[config.mk]
export PLATFORM = sky130hd
export DESIGN_NAME = grf_wb_arbiter_flat
export DESIGN_NICKNAME = d
export VERILOG_FILES = /design/src/rtl/grf_wb_arbiter_if.sv /design/src/rtl/grf_wb_arbiter.sv /design/src/flat_wrapper.sv
export SDC_FILE = /design/constraint.sdc
export NUM_CORES = 1
export LEC_CHECK = 0
export ABC_AREA = 1
export CORE_MARGIN = 1.5
export CORE_UTILIZATION = 28
export DETAILED_ROUTE_END_ITERATION = 10
export HOLD_SLACK_MARGIN = 0.12
export SLEW_MARGIN = 15
export SYNTH_ARGS = -nofsm -noshare
export SYNTH_HDL_FRONTEND = slang
export SYNTH_SLANG_ARGS = --single-unit
[constraint.sdc]
create_clock -name clk -period 9.4 [get_ports clk]
set_clock_uncertainty 0.2 [all_clocks]
set_input_delay 1.41 -clock clk [delete_from_list [all_inputs] [get_ports clk]]
set_output_delay 1.41 -clock clk [all_outputs]
set_load 0.05 [all_outputs]
[src/rtl/grf_wb_arbiter_if.sv]
// grf_wb_arbiter_if: pipe/MDU producer inputs, GRF write port and hazard query of the write-side arbiter
interface grf_wb_arbiter_if #(parameter int AW = 2);
  logic          pipe_we;
  logic [4:0]    pipe_a3;
  logic [31:0]   pipe_wd;
  logic [31:0]   pipe_pc;
  logic          mdu_valid;
  logic          mdu_ready;
  logic [4:0]    mdu_a3;
  logic [31:0]   mdu_wd;
  logic [31:0]   mdu_pc;
  logic          grf_we;
  logic [4:0]    grf_a3;
  logic [31:0]   grf_wd;
  logic [31:0]   grf_pc;
  logic [AW:0]   q_count;
  logic [4:0]    qry_a;
  logic          qry_hit;
  modport master (
    output pipe_we, pipe_a3, pipe_wd, pipe_pc, mdu_valid, mdu_a3, mdu_wd, mdu_pc, qry_a,
    input  mdu_ready, grf_we, grf_a3, grf_wd, grf_pc, q_count, qry_hit
  );
  modport slave (
    input  pipe_we, pipe_a3, pipe_wd, pipe_pc, mdu_valid, mdu_a3, mdu_wd, mdu_pc, qry_a,
    output mdu_ready, grf_we, grf_a3, grf_wd, grf_pc, q_count, qry_hit
  );
endinterface

[src/rtl/grf_wb_arbiter.sv]
// grf_wb_arbiter: merges W-stage writes and a FIFO-buffered MDU result stream onto the GRF write port
module grf_wb_arbiter #(
  parameter int DEPTH = 4,
  parameter int AW    = 2
) (
  input logic clk,
  input logic reset,
  grf_wb_arbiter_if.slave bus
);
  logic [4:0]    q_a3 [DEPTH];
  logic [31:0]   q_wd [DEPTH];
  logic [31:0]   q_pc [DEPTH];
  logic [DEPTH-1:0] live;
  logic [AW-1:0] head, tail;
  logic [AW:0]   count;
  logic          pipe_sel, push, enq, pop, hit;
  assign pipe_sel = bus.pipe_we && bus.pipe_a3 != 5'd0;
  assign bus.mdu_ready = !reset && count != (AW+1)'(DEPTH);
  assign push = bus.mdu_valid && bus.mdu_ready;
  assign enq = push && bus.mdu_a3 != 5'd0;
  assign pop = !pipe_sel && count != '0;
  assign bus.q_count = count;
  always_comb begin
    hit = 1'b0;
    for (int i = 0; i < DEPTH; i++)
      hit = hit | (live[i] && q_a3[i] == bus.qry_a);
    bus.qry_hit = bus.qry_a != 5'd0 && hit;
  end
  always_ff @(posedge clk) begin
    if (reset) begin
      live <= '0;
      head <= '0;
      tail <= '0;
      count <= '0;
      bus.grf_we <= 1'b0;
      bus.grf_a3 <= '0;
      bus.grf_wd <= '0;
      bus.grf_pc <= '0;
    end else begin
      // a pipeline write is newer than anything queued for the same register
      for (int i = 0; i < DEPTH; i++)
        if (pipe_sel && q_a3[i] == bus.pipe_a3) live[i] <= 1'b0;
      if (pop) begin
        live[head] <= 1'b0;
        head <= head + 1'b1;
      end
      if (enq) begin
        q_a3[tail] <= bus.mdu_a3;
        q_wd[tail] <= bus.mdu_wd;
        q_pc[tail] <= bus.mdu_pc;
        live[tail] <= !(pipe_sel && bus.mdu_a3 == bus.pipe_a3);
        tail <= tail + 1'b1;
      end
      count <= count + (AW+1)'(enq) - (AW+1)'(pop);
      bus.grf_we <= pipe_sel || (pop && live[head]);
      bus.grf_a3 <= pipe_sel ? bus.pipe_a3 : (pop && live[head]) ? q_a3[head] : 5'd0;
      bus.grf_wd <= pipe_sel ? bus.pipe_wd : (pop && live[head]) ? q_wd[head] : 32'd0;
      bus.grf_pc <= pipe_sel ? bus.pipe_pc : (pop && live[head]) ? q_pc[head] : 32'd0;
    end
  end
endmodule

[src/flat_wrapper.sv]
// flat-port wrapper written by rule: the top's interface ports become plain ports
module grf_wb_arbiter_flat 
#(
  parameter int DEPTH = 4,
  parameter int AW    = 2
)
  (clk, reset, bus_pipe_we, bus_pipe_a3, bus_pipe_wd, bus_pipe_pc, bus_mdu_valid, bus_mdu_a3, bus_mdu_wd, bus_mdu_pc, bus_qry_a, bus_mdu_ready, bus_grf_we, bus_grf_a3, bus_grf_wd, bus_grf_pc, bus_q_count, bus_qry_hit);
  grf_wb_arbiter_if #(.AW(AW)) bus_i ();
  input logic clk;
  input logic reset;
  input wire logic [$bits(bus_i.pipe_we)-1:0] bus_pipe_we;
  input wire logic [$bits(bus_i.pipe_a3)-1:0] bus_pipe_a3;
  input wire logic [$bits(bus_i.pipe_wd)-1:0] bus_pipe_wd;
  input wire logic [$bits(bus_i.pipe_pc)-1:0] bus_pipe_pc;
  input wire logic [$bits(bus_i.mdu_valid)-1:0] bus_mdu_valid;
  input wire logic [$bits(bus_i.mdu_a3)-1:0] bus_mdu_a3;
  input wire logic [$bits(bus_i.mdu_wd)-1:0] bus_mdu_wd;
  input wire logic [$bits(bus_i.mdu_pc)-1:0] bus_mdu_pc;
  input wire logic [$bits(bus_i.qry_a)-1:0] bus_qry_a;
  output wire logic [$bits(bus_i.mdu_ready)-1:0] bus_mdu_ready;
  output wire logic [$bits(bus_i.grf_we)-1:0] bus_grf_we;
  output wire logic [$bits(bus_i.grf_a3)-1:0] bus_grf_a3;
  output wire logic [$bits(bus_i.grf_wd)-1:0] bus_grf_wd;
  output wire logic [$bits(bus_i.grf_pc)-1:0] bus_grf_pc;
  output wire logic [$bits(bus_i.q_count)-1:0] bus_q_count;
  output wire logic [$bits(bus_i.qry_hit)-1:0] bus_qry_hit;
  assign bus_i.pipe_we = bus_pipe_we;
  assign bus_i.pipe_a3 = bus_pipe_a3;
  assign bus_i.pipe_wd = bus_pipe_wd;
  assign bus_i.pipe_pc = bus_pipe_pc;
  assign bus_i.mdu_valid = bus_mdu_valid;
  assign bus_i.mdu_a3 = bus_mdu_a3;
  assign bus_i.mdu_wd = bus_mdu_wd;
  assign bus_i.mdu_pc = bus_mdu_pc;
  assign bus_i.qry_a = bus_qry_a;
  assign bus_mdu_ready = bus_i.mdu_ready;
  assign bus_grf_we = bus_i.grf_we;
  assign bus_grf_a3 = bus_i.grf_a3;
  assign bus_grf_wd = bus_i.grf_wd;
  assign bus_grf_pc = bus_i.grf_pc;
  assign bus_q_count = bus_i.q_count;
  assign bus_qry_hit = bus_i.qry_hit;
  grf_wb_arbiter #(.DEPTH(DEPTH), .AW(AW)) u_core (.clk(clk), .reset(reset), .bus(bus_i));
endmodule
# [Word-level counts from Yosys, hierarchy flattened]
# Memory sizes are Yosys's and may differ from the RTL's. A register that Yosys moved wholly into a read port is not among the register bits.
# Cells that the tools add are included.
[classes] add_sub_neg=4 shift=0 mul=0 n_mux=33 div=0 bitwise_logic=5 reduce_logical=26 n_lt_le_gt_ge=4 eq_ne=10
[ops] operator="$mux 32" count=4
[ops] operator="$eq 5x5->1" count=9
[ops] operator="$logic_and 1x1->1" count=18
[ops] operator="$reduce_bool 5->1" count=3
[ops] operator="$mux 1" count=14
[ops] operator="$mux 2" count=6
[ops] operator="$mux 4" count=3
[ops] operator="$mux 5" count=2
[ops] operator="$lt 2x3->1 const B" count=2
[ops] operator="$add 2x1->2 const B" count=2
[ops] operator="$and 4x4->4" count=1
[ops] operator="$bwmux 4" count=1
[ops] operator="$demux 1 s2" count=2
[ops] operator="$ge 2x1->1 const B" count=2
[ops] operator="$not 4->4" count=1
[ops] operator="$add 3x1->3" count=1
[ops] operator="$logic_not 1->1" count=3
[ops] operator="$ne 3x3->1 const B" count=1
[ops] operator="$or 1x1->1" count=3
[ops] operator="$reduce_bool 3->1" count=1
[ops] operator="$sub 3x1->3" count=1
[ops] operator="$bmux 1 s2" count=1
[ops] operator="$logic_or 1x1->1" count=1
[totals] output_inout_bits=75 rom_bits=0 mem_bits_rw=276 regBits=81 memories=3 latchBits=0 input_bits=147
[mem_list] memory="u_core.q_pc" depth=4 word_bits=32 rd=1 rd_clocked_by_memory_dff=1 wr=1 line="grf_wb_arbiter.sv:12" text="logic [31:0] q_pc [DEPTH];"
[mem_list] memory="u_core.q_wd" depth=4 word_bits=32 rd=1 rd_clocked_by_memory_dff=1 wr=1 line="grf_wb_arbiter.sv:11" text="logic [31:0] q_wd [DEPTH];"
[mem_list] memory="u_core.q_a3" depth=4 word_bits=5 rd=5 rd_clocked_by_memory_dff=1 wr=1 line="grf_wb_arbiter.sv:10" text="logic [4:0] q_a3 [DEPTH];"

# [Depth between registers and ports, before layout]
[depth] ltp_word=10 mapped_depth=10 depth_no_buf=9

# [Worst setup path after synthesis]
# OpenSTA, ideal clock, no wires.
[synth_timing] kind="input -> register" from="in reset" to="mem u_core.q_a3[0][0], enable pin" cell_stages=6 path_buffers=1 setup_ps=498 arrival_time_ps=4995 setup_slack_ps=3707 cell_sequence="clkbuf_1 > inv_1 > nand3_1 > nor2_2 > inv_1 > nor2_1"
[synth_via] elab_chain_cells=7
[synth_rtl] item="start, declared" line="flat_wrapper.sv:10" text="input logic reset;"
[synth_rtl] item="$logic_not 1->1" line="grf_wb_arbiter.sv:18" text="assign bus.mdu_ready = !reset && count != (AW+1)'(DEPTH);"
[synth_rtl] item="$logic_and 1x1->1" line="grf_wb_arbiter.sv:18"
[synth_rtl] item="$logic_and 1x1->1" line="grf_wb_arbiter.sv:19" text="assign push = bus.mdu_valid && bus.mdu_ready;"
[synth_rtl] item="$logic_and 1x1->1" line="grf_wb_arbiter.sv:20" text="assign enq = push && bus.mdu_a3 != 5'd0;"
[synth_rtl] item="$mux 1" line="grf_wb_arbiter.sv:47" text="if (enq) begin"
[synth_rtl] item="$mux 1 (*)" line="grf_wb_arbiter.sv:30" text="if (reset) begin"
[synth_rtl] item="$mux 1 (not written as such) (*)" line="grf_wb_arbiter.sv:48" text="q_a3[tail] <= bus.mdu_a3;"
[synth_rtl] item="end, declared" line="grf_wb_arbiter.sv:10"
# Mark *: on every way between the ends. The rest lies on a longest branch, timed or not.

# [Worst setup path after layout]
[layout_timing] from="in bus_qry_a[1]" to="out bus_qry_hit"
[layout_via] elab_chain_cells=6 word_cells_on_any_way=13 classes_between="eq/ne: 4; bitwise: 3; reduce/logical: 6"
[layout_rtl] item="start, declared" line="flat_wrapper.sv:19" text="input wire logic [$bits(bus_i.qry_a)-1:0] bus_qry_a;"
[layout_rtl] item="$eq 5x5->1" line="grf_wb_arbiter.sv:26" text="hit = hit | (live[i] && q_a3[i] == bus.qry_a);"
[layout_rtl] item="$logic_and 1x1->1" line="grf_wb_arbiter.sv:26"
[layout_rtl] item="$or 1x1->1 (3 in a row)" line="grf_wb_arbiter.sv:26"
[layout_rtl] item="$logic_and 1x1->1 (*)" line="grf_wb_arbiter.sv:27" text="bus.qry_hit = bus.qry_a != 5'd0 && hit;"
[layout_rtl] item="end, declared" line="flat_wrapper.sv:26" text="output wire logic [$bits(bus_i.qry_hit)-1:0] bus_qry_hit;"
# Marks and branches as above.

==> impl_metrics.tcl <==
set metrics [dict create \
    crit_path_max_incr_delay_ps 800 \
    cts_root_buf "clkbuf_16" \
    timing.rr.start "u_core.bus.q_count[1]" \
    path_max_fanout 4 \
    detail_route.first_pass.iterations 5 \
    min_period_ps 5010 \
    swShare_pct 30.4 \
    initial_core_util_pct 28.4 \
    dr_wl_met2_um 18100 \
    die_area_mm2 0.0522 \
    vias 9544 \
    antenna_found_initial 2 \
    max_freq_mhz 199 \
    path_common_cell "nor2_1" \
    totalWireLength_um 37400 \
    drc 0 \
    num_rows 82 \
    grt_pass1_vias 9855 \
    synth_seq_area_share_pct 69.9 \
    crit_required_ps 7790 \
    switchingPower_mw 1.32 \
    ff2ff_path_depth 8 \
    p_leak_nw 6.07 \
    wl_met1_um 16900 \
    tightestPinTransition_ps 1020 \
    groute.usage.overall_pct 14.3 \
    synth_top_area_share_pct 58.2 \
    postCtsSetupBuffers 0 \
    clk_pin_slew_ps 60 \
    dr_wl_met3_um 1670 \
    hold_depth 1 \
    cts_buffer_depth 3 \
    die_y_um 228 \
    power_frac_comb_pct 21.3 \
    synthesis.area_mm2 0.0142 \
    core_mm2 0.0502 \
    synthCells 1186 \
    cts_tree "built" \
    wire_per_inst_um 17.9 \
    r2r_slack_ps 6390 \
    ys_seq_elements 359 \
    slew_violations 0 \
    die_x_um 228 \
    cts_buffers 41 \
    hold_viol_final 0 \
    clk_latency_ps 540 \
    grt_first_pass_wirelength_um 57800 \
    drt_iter0_drc 565 \
    max_cap_viol_count 0 \
    pin_count 222 \
    ys_types 28 \
    internal-power_mw 3.02 \
    pre_cts_slack_ps 4400 \
    min_path_type "reg -> reg" \
    drive_gt1_share_pct 11.0 \
    critPathLaunchType "input port" \
    power.share.clock_pct 34.7 \
    grt_max_degree 83 \
    fin_nets 1550 \
    fillers 4851 \
    relSlewSlack_pct 32.2 \
    status "finished clean" \
    seqPwrFrac_pct 44.0 \
    ir_worst_vdd_v 0.000111 \
    finalSetupTns_ps 0 \
    crit_type "in -> out" \
    port_buffers 221 \
    min_to "u_core.tail[0]" \
    area_growth_pct 29.0 \
    power_density_mw_per_mm2 236 \
    cts.hold.buffers_added 0 \
    critPathCaptureType "output port" \
    grt.overflow.total 0 \
    hold_start "u_core.tail[0]" \
    timing.rr.end "u_core.q_wd[2][28]" \
    path_cells "clkdlybuf4s50_1 > inv_1 > nand2_1 > o21ai_0 > nor2_1 > nand4_1 > nand2_1 > nor2_1 > nor2_1 > clkdlybuf4s50_1" \
    maxUsedRoutingLayer "met5" \
    htreeDepth 2 \
    arrival_ps 3400 \
    vias_per_cell 4.55 \
    synth_top_area_cell "edfxtp_1" \
    setup_viol 0 \
    drtAntennaViolNets 0 \
    ys_warn_count 0 \
    finalCritPeriodShare_pct 53.3 \
    syn_nets 1343 \
    rsz0062_at_grt "false" \
    cp_slowest_cell "clkdlybuf4s50_1" \
    cts.sinks 359 \
    yosys-top-cells-area "edfxtp_1 58%, dfxtp_1 12%, o21ai_0 5.4%" \
    ctsResizeCount 0 \
    dp_hpwl_um 22700 \
    gp_congestion 0.859 \
    avgSynthCellArea_um2 12.0 \
    fin_ws_ps 4390 \
]
worst max-delay path, delay by kind of cell:
family	cells	cell delay [ps]
simple gates	6	440
compound gates	1	70
buf+inv	3	1480
state kept, by name, indices dropped and copies added (netlist names), named ones only:
| signal | cells |
|---|---|
| u_core.head | 2 |
| u_core.bus.grf_we | 1 |
| u_core.bus.grf_wd | 32 |
| u_core.bus.grf_a3 | 5 |
| u_core.q_a3 | 20 |
| u_core.q_pc | 128 |
| u_core.q_wd | 128 |
| u_core.bus.grf_pc | 32 |
| u_core.live | 4 |
| u_core.bus.q_count | 3 |
| u_core.tail | 2 |
cell type report:
type	instances	area [µm²]	share of cell area (%)
sequential	359	9960	54.2
multi-input combinational	719	3810	20.8
timing repair buffer	237	2360	12.8
clock buffer	59	1130	6.18
tap	672	841	4.58
inverter	35	135	0.736
clock inverter	14	119	0.647
antenna	1	2.50	0.0136
kinds of logic (layout without fill, tap and decap cells):
| group | Yosys count | after routing | synth area share [%] |
|---|---|---|---|
| AO/OA/AOI/OAI | 323 | 323 | 13.8 |
| XOR/XNOR | 31 | 31 | 1.91 |
| adder cells (fa/ha/maj) | 10 | 10 | 0.932 |
| buffers and inverters | 108 | 345 | 3.53 |
| flip-flops | 359 | 359 | 69.9 |
| other | 0 | 1 | 0 |
| AND/OR/NAND/NOR | 355 | 355 | 9.89 |
Yosys cell counts, drive strengths merged:
cell type,count
clkbuf,46
edfxtp,276
ha,9
nor3,1
fa,1
xor2,20
o21ai,153
dfxtp,83
nand4,2
xnor2,11
a21oi,100
buf,27
inv,35
nand3,19
or2,3
o22ai,70
nand2,166
nor2,164
metrics by stage:
stage | util (%) | hold slack [ps] | area (µm²) | power [mW] | instances
after floorplan | - | 263 | 14200 | 2.53 | 1186
after detailed placement | 34.1 | 324 | 17100 | 2.89 | 2022
after global routing | 36.6 | 353 | 18400 | 4.57 | 2096
after CTS | 36.6 | 329 | 18400 | 4.40 | 2095
final | 36.6 | 325 | 18400 | 4.33 | 2096
after global placement | 34.0 | 285 | 17100 | 2.86 | 2020
power by group through the flow:
stage          logic, mW  clock network, mW  registers (mW)
2_1_floorplan      0.550                  0            1.98
3_3_place_gp       0.913                  0            1.94
3_5_place_dp       0.938                  0            1.95
4_1_cts            0.940               1.55            1.91
5_1_grt             1.03               1.61            1.92
6_report           0.923               1.50            1.91
routing by layer:
layer	global-route usage, %	up-vias
met4	3.81	2
met3	3.09	44
met2	24.0	211
met5	0	-
met1	18.6	4666
li1	-	4621
cell usage in the layout, fill, tap and decap left out, types with 32 or more instances in the layout:
cell type,synthesis,final
clkbuf_16,0,42
inv_1,33,32
clkdlybuf4s50_1,0,220
nand2_1,164,164
edfxtp_1,276,276
o21ai_0,153,153
nor2_1,161,157
dfxtp_1,83,81
a21oi_2,68,68
o22ai_1,70,70
worst max path at each step:
stage                       from                 to  slack (ps)  depth (start not counted)
finish              bus_qry_a[1]        bus_qry_hit        4390                         10
global route        bus_qry_a[1]        bus_qry_hit        4290                         10
CTS                 bus_qry_a[1]        bus_qry_hit        4390                         10
detailed placement  bus_qry_a[1]        bus_qry_hit        4400                         10
global placement    bus_qry_a[1]        bus_qry_hit        4340                         10
floorplan                  reset  u_core.q_a3[0][0]        3710                          6
(Power assumes the default switching activity.)
